## src/rtl/telem_readout.sv

```systemverilog
// telem_readout: read-side sequencer for the telemetry target register file.
// On a start command it reads one target record (or sweeps every target) and
// serializes each record as a byte frame on a valid/ready stream.
// Optional build macro TELEM_CHECKSUM_EN appends an XOR checksum byte per frame.
//
// Stream handshake: a byte moves when tx_valid && tx_ready are both high at a
// rising clk edge. While tx_valid=1 and tx_ready=0, tx_data and tx_last are held
// stable, and tx_valid only drops without a transfer on abort or rst.
module telem_readout #(
  parameter int         NUM_TARGETS = 16,
  parameter int         IDX_W       = 4,
  parameter int         COORD_W     = 8,
  parameter logic [3:0] HDR_TAG     = 4'hA
) (
  input  logic               clk,
  input  logic               rst,
  input  logic               start,
  input  logic               mode_all,
  input  logic [IDX_W-1:0]   target_sel,
  input  logic               abort,
  output logic               busy,
  output logic               rd_en,
  output logic [IDX_W-1:0]   rd_addr,
  input  logic [COORD_W-1:0] rd_x,
  input  logic [COORD_W-1:0] rd_y,
  input  logic [COORD_W-1:0] rd_z,
  input  logic [COORD_W-1:0] rd_t,
  output logic [COORD_W-1:0] tx_data,
  output logic               tx_valid,
  input  logic               tx_ready,
  output logic               tx_last,
  output logic               done,
  output logic [2:0]         dbg_state
);

  typedef enum logic [2:0] {
    S_IDLE = 3'd0,
    S_REQ  = 3'd1,
    S_CAP  = 3'd2,
    S_SEND = 3'd3,
    S_DONE = 3'd4
  } state_t;

`ifdef TELEM_CHECKSUM_EN
  localparam logic [2:0] LAST_BYTE = 3'd5;
`else
  localparam logic [2:0] LAST_BYTE = 3'd4;
`endif
  localparam logic [IDX_W-1:0] LAST_IDX = IDX_W'(NUM_TARGETS - 1);

  state_t             state_q, state_d;
  logic [IDX_W-1:0]   index_q, index_d;
  logic               mode_all_q, mode_all_d;
  logic [2:0]         byte_cnt_q, byte_cnt_d;
  logic [COORD_W-1:0] rec_x_q, rec_x_d;
  logic [COORD_W-1:0] rec_y_q, rec_y_d;
  logic [COORD_W-1:0] rec_z_q, rec_z_d;
  logic [COORD_W-1:0] rec_t_q, rec_t_d;
  logic [COORD_W-1:0] frame_byte;
`ifdef TELEM_CHECKSUM_EN
  logic [COORD_W-1:0] csum_q, csum_d;
`endif

  // Select the frame byte addressed by the byte counter.
  always_comb begin
    frame_byte = '0;
    case (byte_cnt_q)
      3'd0:    frame_byte = COORD_W'({HDR_TAG, index_q});
      3'd1:    frame_byte = rec_x_q;
      3'd2:    frame_byte = rec_y_q;
      3'd3:    frame_byte = rec_z_q;
      3'd4:    frame_byte = rec_t_q;
`ifdef TELEM_CHECKSUM_EN
      3'd5:    frame_byte = csum_q;
`endif
      default: frame_byte = '0;
    endcase
  end

  // Next-state and datapath updates; abort overrides every non-idle state.
  always_comb begin
    state_d    = state_q;
    index_d    = index_q;
    mode_all_d = mode_all_q;
    byte_cnt_d = byte_cnt_q;
    rec_x_d    = rec_x_q;
    rec_y_d    = rec_y_q;
    rec_z_d    = rec_z_q;
    rec_t_d    = rec_t_q;
`ifdef TELEM_CHECKSUM_EN
    csum_d     = csum_q;
`endif
    case (state_q)
      S_IDLE: begin
        // abort in the same cycle drops the start
        if (start && !abort) begin
          mode_all_d = mode_all;
          index_d    = mode_all ? '0 : target_sel;
          state_d    = S_REQ;
        end
      end
      S_REQ: state_d = S_CAP;
      S_CAP: begin
        // read data is valid exactly one cycle after the request
        rec_x_d    = rd_x;
        rec_y_d    = rd_y;
        rec_z_d    = rd_z;
        rec_t_d    = rd_t;
        byte_cnt_d = '0;
`ifdef TELEM_CHECKSUM_EN
        csum_d     = '0;
`endif
        state_d    = S_SEND;
      end
      S_SEND: begin
        if (tx_ready) begin
`ifdef TELEM_CHECKSUM_EN
          csum_d = csum_q ^ frame_byte;
`endif
          if (byte_cnt_q == LAST_BYTE) begin
            if (mode_all_q && (index_q < LAST_IDX)) begin
              index_d = index_q + IDX_W'(1);
              state_d = S_REQ;
            end else begin
              state_d = S_DONE;
            end
          end else begin
            byte_cnt_d = byte_cnt_q + 3'd1;
          end
        end
      end
      S_DONE:  state_d = S_IDLE;
      default: state_d = S_IDLE;
    endcase
    if (abort && (state_q != S_IDLE)) state_d = S_IDLE;
  end

  // State and datapath registers with synchronous active-high reset.
  always_ff @(posedge clk) begin
    if (rst) begin
      state_q    <= S_IDLE;
      index_q    <= '0;
      mode_all_q <= 1'b0;
      byte_cnt_q <= '0;
      rec_x_q    <= '0;
      rec_y_q    <= '0;
      rec_z_q    <= '0;
      rec_t_q    <= '0;
`ifdef TELEM_CHECKSUM_EN
      csum_q     <= '0;
`endif
    end else begin
      state_q    <= state_d;
      index_q    <= index_d;
      mode_all_q <= mode_all_d;
      byte_cnt_q <= byte_cnt_d;
      rec_x_q    <= rec_x_d;
      rec_y_q    <= rec_y_d;
      rec_z_q    <= rec_z_d;
      rec_t_q    <= rec_t_d;
`ifdef TELEM_CHECKSUM_EN
      csum_q     <= csum_d;
`endif
    end
  end

  assign busy      = (state_q != S_IDLE);
  assign rd_en     = (state_q == S_REQ);
  assign rd_addr   = index_q;
  assign tx_valid  = (state_q == S_SEND);
  assign tx_data   = (state_q == S_SEND) ? frame_byte : '0;
  assign tx_last   = (state_q == S_SEND) && (byte_cnt_q == LAST_BYTE);
  assign done      = (state_q == S_DONE);
  assign dbg_state = state_q;

endmodule

```

## config.mk

```make
export PLATFORM = sky130hd
export DESIGN_NAME = telem_readout
export DESIGN_NICKNAME = d
export VERILOG_FILES = /design/src/rtl/telem_readout.sv
export SDC_FILE = /design/constraint.sdc
export NUM_CORES = 1
export LEC_CHECK = 0
export CORE_ASPECT_RATIO = 0.9
export CORE_UTILIZATION = 47
export CTS_CLUSTER_DIAMETER = 30
export DETAILED_ROUTE_END_ITERATION = 6
export GPL_ROUTABILITY_DRIVEN = 0
export PLACE_DENSITY_LB_ADDON = 0.08
export REMOVE_ABC_BUFFERS = 1
export SLEW_MARGIN = 10
export SYNTH_ARGS = -nofsm -noshare
export SYNTH_HDL_FRONTEND = slang
export SYNTH_SLANG_ARGS = --single-unit
```

## constraint.sdc

```tcl
create_clock -name clk -period 2.3 [get_ports clk]
set_input_delay 0.46 -clock clk [delete_from_list [all_inputs] [get_ports clk]]
set_output_delay 0.46 -clock clk [all_outputs]
set_load 0.05 [all_outputs]
```

Word-level counts from Yosys, hierarchy flattened
Index checks and enable logic that the tools add are counted.
{ "classes": {"addsub": 2, "order_cmp": 1, "eq_ne": 13, "n_mux": 16, "n_reduce_logical": 15} }
{ "op_table": {"columns": ["op", "count"], "rows": [
  ["$pmux 8 s5", 1],
  ["$mux 4", 5],
  ["$mux 3", 6],
  ["$eq 3x2->1 const B", 4],
  ["$pmux 3 s4", 1],
  ["$mux 8", 1],
  ["$pmux 4 s2", 1],
  ["$eq 3x1->1 const B", 2],
  ["$eq 3x3->1 const B", 2],
  ["$logic_not 3->1", 2],
  ["$ne 2x1->1 const B", 3],
  ["$pmux 3 s2", 1],
  ["$reduce_and 3->1", 2],
  ["$reduce_and 5->1", 1],
  ["$add 4x1->4 const B", 1],
  ["$logic_and 1x1->1", 4],
  ["$lt 4x4->1 const B", 1],
  ["$ne 2x2->1 const B", 2],
  ["$reduce_bool 2->1", 2],
  ["$add 3x1->3 const B", 1],
  ["$reduce_bool 3->1", 1],
  ["$reduce_and 2->1", 1],
  ["$reduce_or 2->1", 1],
  ["$logic_not 1->1", 1]
]} }
{ "totals": {"reg_bits": 43, "input_bits": 42, "word_cells": 55} }

Logic depth before layout (Yosys ltp)
{ "logic_depth": {"depth_word": 6, "mapped_depth": 9, "ltp_nobuf": 7} }

Worst setup path after synthesis
OpenSTA, ideal clock, no wires.
{ "synth_path": {"kind": "register to output", "startpoint": "register state_q[1], in the netlist dbg_state[1]", "endpoint": "output tx_data[0]", "arrival_ps": 2304, "path_slack_ps": -464, "path_stages_with_launch": 6, "path_buffers": 1, "path_cell_list": "dfxtp_1 buf_4 nand3b_4 clkinv_2 o21ai_1 a31oi_1"} }
{ "synth_via": {"elab_chain_len": 2} }
{ "synth_lines": {"columns": ["element", "line", "source"], "rows": [
  ["from (decl)", "51", "state_t state_q, state_d;"],
  ["from (signal assigned)", "153", "state_q <= state_d;"],
  ["$eq 3x2->1", null, null],
  ["via tx_valid", "29", "output logic tx_valid,"],
  ["$mux 8", "171", "assign tx_data = (state_q == S_SEND) ? frame_byte : '0;"],
  ["to (decl)", "28", "output logic [COORD_W-1:0] tx_data,"]
]} }
The timed path passes the listed nets, and every way through them passes these cells.

Worst setup path in the final report
{ "layout_path": {"startpoint": "register byte_cnt_q[0]", "endpoint": "output tx_data[0]"} }
{ "layout_via": {"elab_chain_len": 3, "elab_cells_between_ends": 7, "classes_between": "eq/ne (4); mux (2); reduce/logical (1)"} }
{ "layout_lines": {"columns": ["element", "line", "source"], "rows": [
  ["from (decl)", "54", "logic [2:0] byte_cnt_q, byte_cnt_d;"],
  ["from (signal assigned)", "156", "byte_cnt_q <= byte_cnt_d;"],
  ["$eq 3x3->1 (tied with other cells)", "67", "case (byte_cnt_q)"],
  ["$pmux 8 s5 (*)", "67", null],
  ["$mux 8 (*)", "171", null]
]} }
Mark *: on every way between the ends. The rest lies on a longest branch, timed or not.

==> impl_results.rst <==
.. list-table::
   :header-rows: 1

   * - Metric
     - Value
   * - Area share of the leading cell type in the synthesized netlist
     - 0.404
   * - Uppermost signal routing layer after detailed routing
     - met4
   * - Placed cell count
     - 381
   * - Pin count of the biggest net entering global routing
     - 36
   * - IO Port Bufs
     - 61
   * - Power dissipated by switching net loads
     - 0.355 mW
   * - I/O Pins
     - 62
   * - Final core area utilization
     - 0.756
   * - Vias per std cell
     - about 5.4
   * - Worst Setup Start Kind
     - register
   * - Reg power frac
     - 0.537
   * - Violated checks
     - setup timing
   * - Min Clock Period, post-route
     - approximately 2.3 ns
   * - Worst Setup Path Type
     - reg2out
   * - Buffers & Inverters on Critical Path
     - 2
   * - Tightest Pin Transition
     - 0.517 ns
   * - Standby leakage power
     - 1.11 nW
   * - Share of synthesized flip-flops with an asynchronous set or reset
     - 0
   * - Crit Reg-Reg Endpoint
     - rd_addr[1]
   * - Dominant synthesized flop cell
     - sky130_fd_sc_hd__dfxtp_1
   * - Max clock buf depth
     - 2
   * - CP Cell Sequence
     - ha_2, nor3_2, nor2_2, o21ai_4, buf_12, a31oi_2, buf_12
   * - Ant diodes
     - 0
   * - DR pass1 iterations
     - 4
   * - CTS H-Tree Depth
     - 2
   * - Number of cells on the worst hold path
     - 2
   * - Internal Dissipation
     - approximately 1.1 mW
   * - Remaining number of nets flagged by the antenna check after routing
     - 0
   * - Number of vias after detailed routing
     - 2146
   * - Standard-cell row count
     - 22
   * - Final number of setup-violating endpoints
     - 2
   * - Area overhead of the layout relative to synthesis
     - 49.4%
   * - Required time worst endpoint
     - approximately 1.8 ns
   * - Biggest area consumer among synthesized cells
     - sky130_fd_sc_hd__dfxtp_1
   * - CTS sink count
     - 43
   * - Final total negative setup slack
     - -0.0184 ns
   * - Number of instances in the synthesized netlist
     - 269
   * - FF+latch area
     - 872 um^2
   * - Sequential share of the synthesized area
     - 0.404
   * - Met3 Routed Length
     - 349 um
   * - Floorplan die width
     - 73.0 um
   * - Count of max-cap constraint violations
     - 0
   * - Hold violation total from the final report
     - 0
   * - Full die area
     - slightly below 0.005 mm^2
   * - Routed wirelength normalized by instance count
     - ~15 um
   * - Path category of the worst min-delay check
     - reg2reg
   * - PwrDens
     - 449 mW/mm^2
   * - Number of register bits inferred by synthesis
     - 43
   * - Clock transition at path regs
     - approximately 0.090 ns
   * - Placeable Area
     - 0.00421 mm^2
   * - Arrival time of the worst setup path
     - 1.85 ns
   * - Layout cell share with drive strength beyond 1
     - 0.208
   * - Most common cell type on the critical path
     - sky130_fd_sc_hd__buf_12
   * - Final routed wirelength across all metal layers
     - slightly below 6 mm
   * - Combinational power share
     - 0.137
   * - Num CTS Buffers
     - 5
   * - Hold Worst Slack
     - 0.460 ns
   * - CTS root buffer
     - sky130_fd_sc_hd__clkbuf_8
   * - Worst voltage drop across the vdd grid
     - 334 uV
   * - Slack of the worst reg-to-reg path
     - 0.60 ns
   * - Mapped Area
     - 0.00213 mm^2
   * - Vias in the first global route
     - 2066
   * - Startpoint of the most critical hold path
     - rec_z_q[0]
   * - Endpoint kind of the worst setup timing path
     - output port
   * - Syn Area/Cell
     - 7.92 um^2
   * - Clock tree from TritonCTS
     - built
   * - All-Layer GR Usage
     - 0.263
   * - Final-stage net count
     - between 300 and 400
   * - Cell family with the largest share of critical-path delay
     - flip-flops
   * - First-pass GRT wire length
     - 9.53 mm
   * - Clock latency at the later pin of the worst-skew pair
     - roughly 0.3 ns
   * - Worst flop-to-flop path startpoint
     - dbg_state[1]
   * - Starting utilization of the core area
     - 0.506
   * - Residual DRC
     - 0
   * - Hold-critical path endpoint
     - rec_z_q[0]
   * - Max Transition Viols Final
     - 0
   * - Number of antenna violations at the first check in global routing
     - 0
   * - Run status
     - finished, violations left
   * - Global-route congestion overflow total
     - 0
   * - CTS hold repair buffers
     - 0
   * - Die height
     - 65.9 um
   * - Cell depth of the worst flop-to-flop path
     - 7
   * - Library cell contributing the largest single delay on the critical path
     - sky130_fd_sc_hd__dfxtp_4
   * - Number of standard cells in the final layout excluding fillers
     - about 400
   * - Worst slew margin relative to its limit
     - 0.654
   * - Top cells by area in the synthesized netlist
     - sky130_fd_sc_hd__dfxtp_1, sky130_fd_sc_hd__nand2_1, sky130_fd_sc_hd__a21oi_1, sky130_fd_sc_hd__a22oi_1, sky130_fd_sc_hd__ha_1
   * - Switching share of power
     - 0.248
   * - Total Power
     - 1.43 mW
   * - Post-Route Skew
     - 0.0133 ns
   * - Distinct cells, synth
     - ~40
   * - Routed wl met2
     - about 3 mm
   * - Wire length the detailed router placed on met1
     - 2.43 mm
   * - Max Fanout on Critical Path
     - 5
   * - Yosys Warn Count
     - 0
   * - Clock network fraction of total power
     - 0.326
   * - Initial detailed-routing violation count
     - around 110
   * - Post-layout worst setup margin
     - -0.00972 ns
   * - Detailed placement HPWL
     - 3.87 mm
   * - Total area of multi-input combinational cells
     - 0.00126 mm^2
   * - Unrepaired setup endpoints after global routing
     - true
   * - Fmax
     - ~0.43 GHz
   * - Final period util
     - 1.00
   * - Largest stage delay, worst path
     - 0.38 ns
   * - Count of filler cells inserted in the layout
     - 323
   * - Count of flip-flops with a built-in enable after synthesis
     - 0
[routing by layer]
layer,global-route usage,vias up
met5,0,-
met4,0.0882,0
met3,0.0640,11
met2,0.440,73
met1,0.332,1000
li1,-,1062
[power by group through the flow]
stage               clock, mW  combinational, mW  sequential [mW]
detailed placement          0              0.193            0.788
global placement            0              0.191            0.788
finish                  0.466              0.196            0.768
global route            0.519              0.211            0.770
floorplan                   0             0.0604            0.801
CTS                     0.469              0.195            0.771
[sequential cells by signal, indices dropped and copies added, names as in the netlist]
signal,cells
dbg_state,3
rec_y_q,8
rec_t_q,8
byte_cnt_q,3
rd_addr,4
mode_all_q,1
rec_x_q,8
rec_z_q,8
[cell families (layout without fill, tap and decap cells)]
group	Yosys count	in the layout	share of synthesized area
xor gates and xnor gates	1	1	0.00411
DFF	43	43	0.404
adders and majority gates	6	6	0.0352
muxes	1	1	0.00470
AOI/OAI and AO/OA	77	77	0.217
buffers and inverters	24	91	0.0646
and+or+nand+nor	117	117	0.270
[cell type report]
class | instances | area share
inverters | 5 | 0.00786
well taps | 60 | 0.0236
multi-input cells | 202 | 0.396
clock buffers | 7 | 0.0240
flip-flops and latches | 43 | 0.274
clock inverters | 1 | 0.00157
repair buffers | 78 | 0.273
[synth_stat cells (2+ instances only)]
master and n:
sky130_fd_sc_hd__o21a_1 2, sky130_fd_sc_hd__nor2_1 14, sky130_fd_sc_hd__inv_1 4, sky130_fd_sc_hd__dfxtp_1 43
sky130_fd_sc_hd__nand3b_4 2, sky130_fd_sc_hd__a222oi_1 3, sky130_fd_sc_hd__clkbuf_1 4, sky130_fd_sc_hd__a22oi_1 11
sky130_fd_sc_hd__o21ai_0 6, sky130_fd_sc_hd__ha_1 6, sky130_fd_sc_hd__buf_1 2, sky130_fd_sc_hd__nand2b_1 3
sky130_fd_sc_hd__buf_2 7, sky130_fd_sc_hd__a21oi_1 42, sky130_fd_sc_hd__nor3b_1 7, sky130_fd_sc_hd__a31oi_1 6
sky130_fd_sc_hd__buf_4 2, sky130_fd_sc_hd__nor3_1 3, sky130_fd_sc_hd__buf_6 4, sky130_fd_sc_hd__nand2_1 71
sky130_fd_sc_hd__nand3_1 4, sky130_fd_sc_hd__nor2b_1 4
[worst register-to-register path, stage by stage (launching register included)]
cell                       delay [ns]
sky130_fd_sc_hd__dfxtp_1         0.48
sky130_fd_sc_hd__nand3b_4        0.17
sky130_fd_sc_hd__clkinv_2        0.10
sky130_fd_sc_hd__buf_4           0.17
sky130_fd_sc_hd__nand3_1         0.13
sky130_fd_sc_hd__a21o_1          0.24
sky130_fd_sc_hd__a211oi_2        0.24
sky130_fd_sc_hd__nor3_2          0.05
[how the worst max path moves through the flow]
| stage | from | end | slack, ns | cells past startpoint |
|---|---|---|---|---|
| 4_1_cts | byte_cnt_q[1] | tx_data[3] | 0.0001 | 6 |
| 2_1_floorplan | dbg_state[0] | tx_data[0] | -0.56 | 4 |
| 3_5_place_dp | byte_cnt_q[1] | tx_data[7] | 0.01 | 7 |
| 5_1_grt | byte_cnt_q[0] | tx_data[1] | -0.09 | 7 |
| 3_3_place_gp | byte_cnt_q[1] | tx_data[2] | 0.04 | 7 |
| 6_report | byte_cnt_q[0] | tx_data[0] | -0.01 | 7 |
[cells in the final DEF, fill, tap and decap left out, types with 4 or more instances in the layout]
master / synthesis / final
sky130_fd_sc_hd__clkdlybuf4s50_1: 0 / 47
sky130_fd_sc_hd__o21ai_0: 6 / 6
sky130_fd_sc_hd__a22oi_1: 11 / 9
sky130_fd_sc_hd__nor2_1: 14 / 12
sky130_fd_sc_hd__nand3_1: 4 / 4
sky130_fd_sc_hd__nor3b_1: 7 / 7
sky130_fd_sc_hd__a21oi_1: 42 / 39
sky130_fd_sc_hd__a21oi_2: 1 / 4
sky130_fd_sc_hd__clkbuf_8: 0 / 5
sky130_fd_sc_hd__nand2_1: 71 / 71
sky130_fd_sc_hd__buf_12: 0 / 13
sky130_fd_sc_hd__dfxtp_1: 43 / 40
sky130_fd_sc_hd__buf_4: 2 / 17
[through the flow]
stage	setup WS, ns	instance area [um^2]
4_1_cts	0.000139	3060
3_5_place_dp	0.0117	2880
2_1_floorplan	-0.559	2010
6_report	-0.00972	3180
5_1_grt	-0.0882	3180
3_3_place_gp	0.0422	2880
[timing repair]
item | 4_1_cts | 5_1_grt
buffers inserted | 2 | 6
pin swaps | 6 | 7
endpoints found under the setup margin | 8 | 8
gates resized for setup | 19 | 17
hold endpoints to repair | 0 | 0
Power figures use the tool's default switching activity.
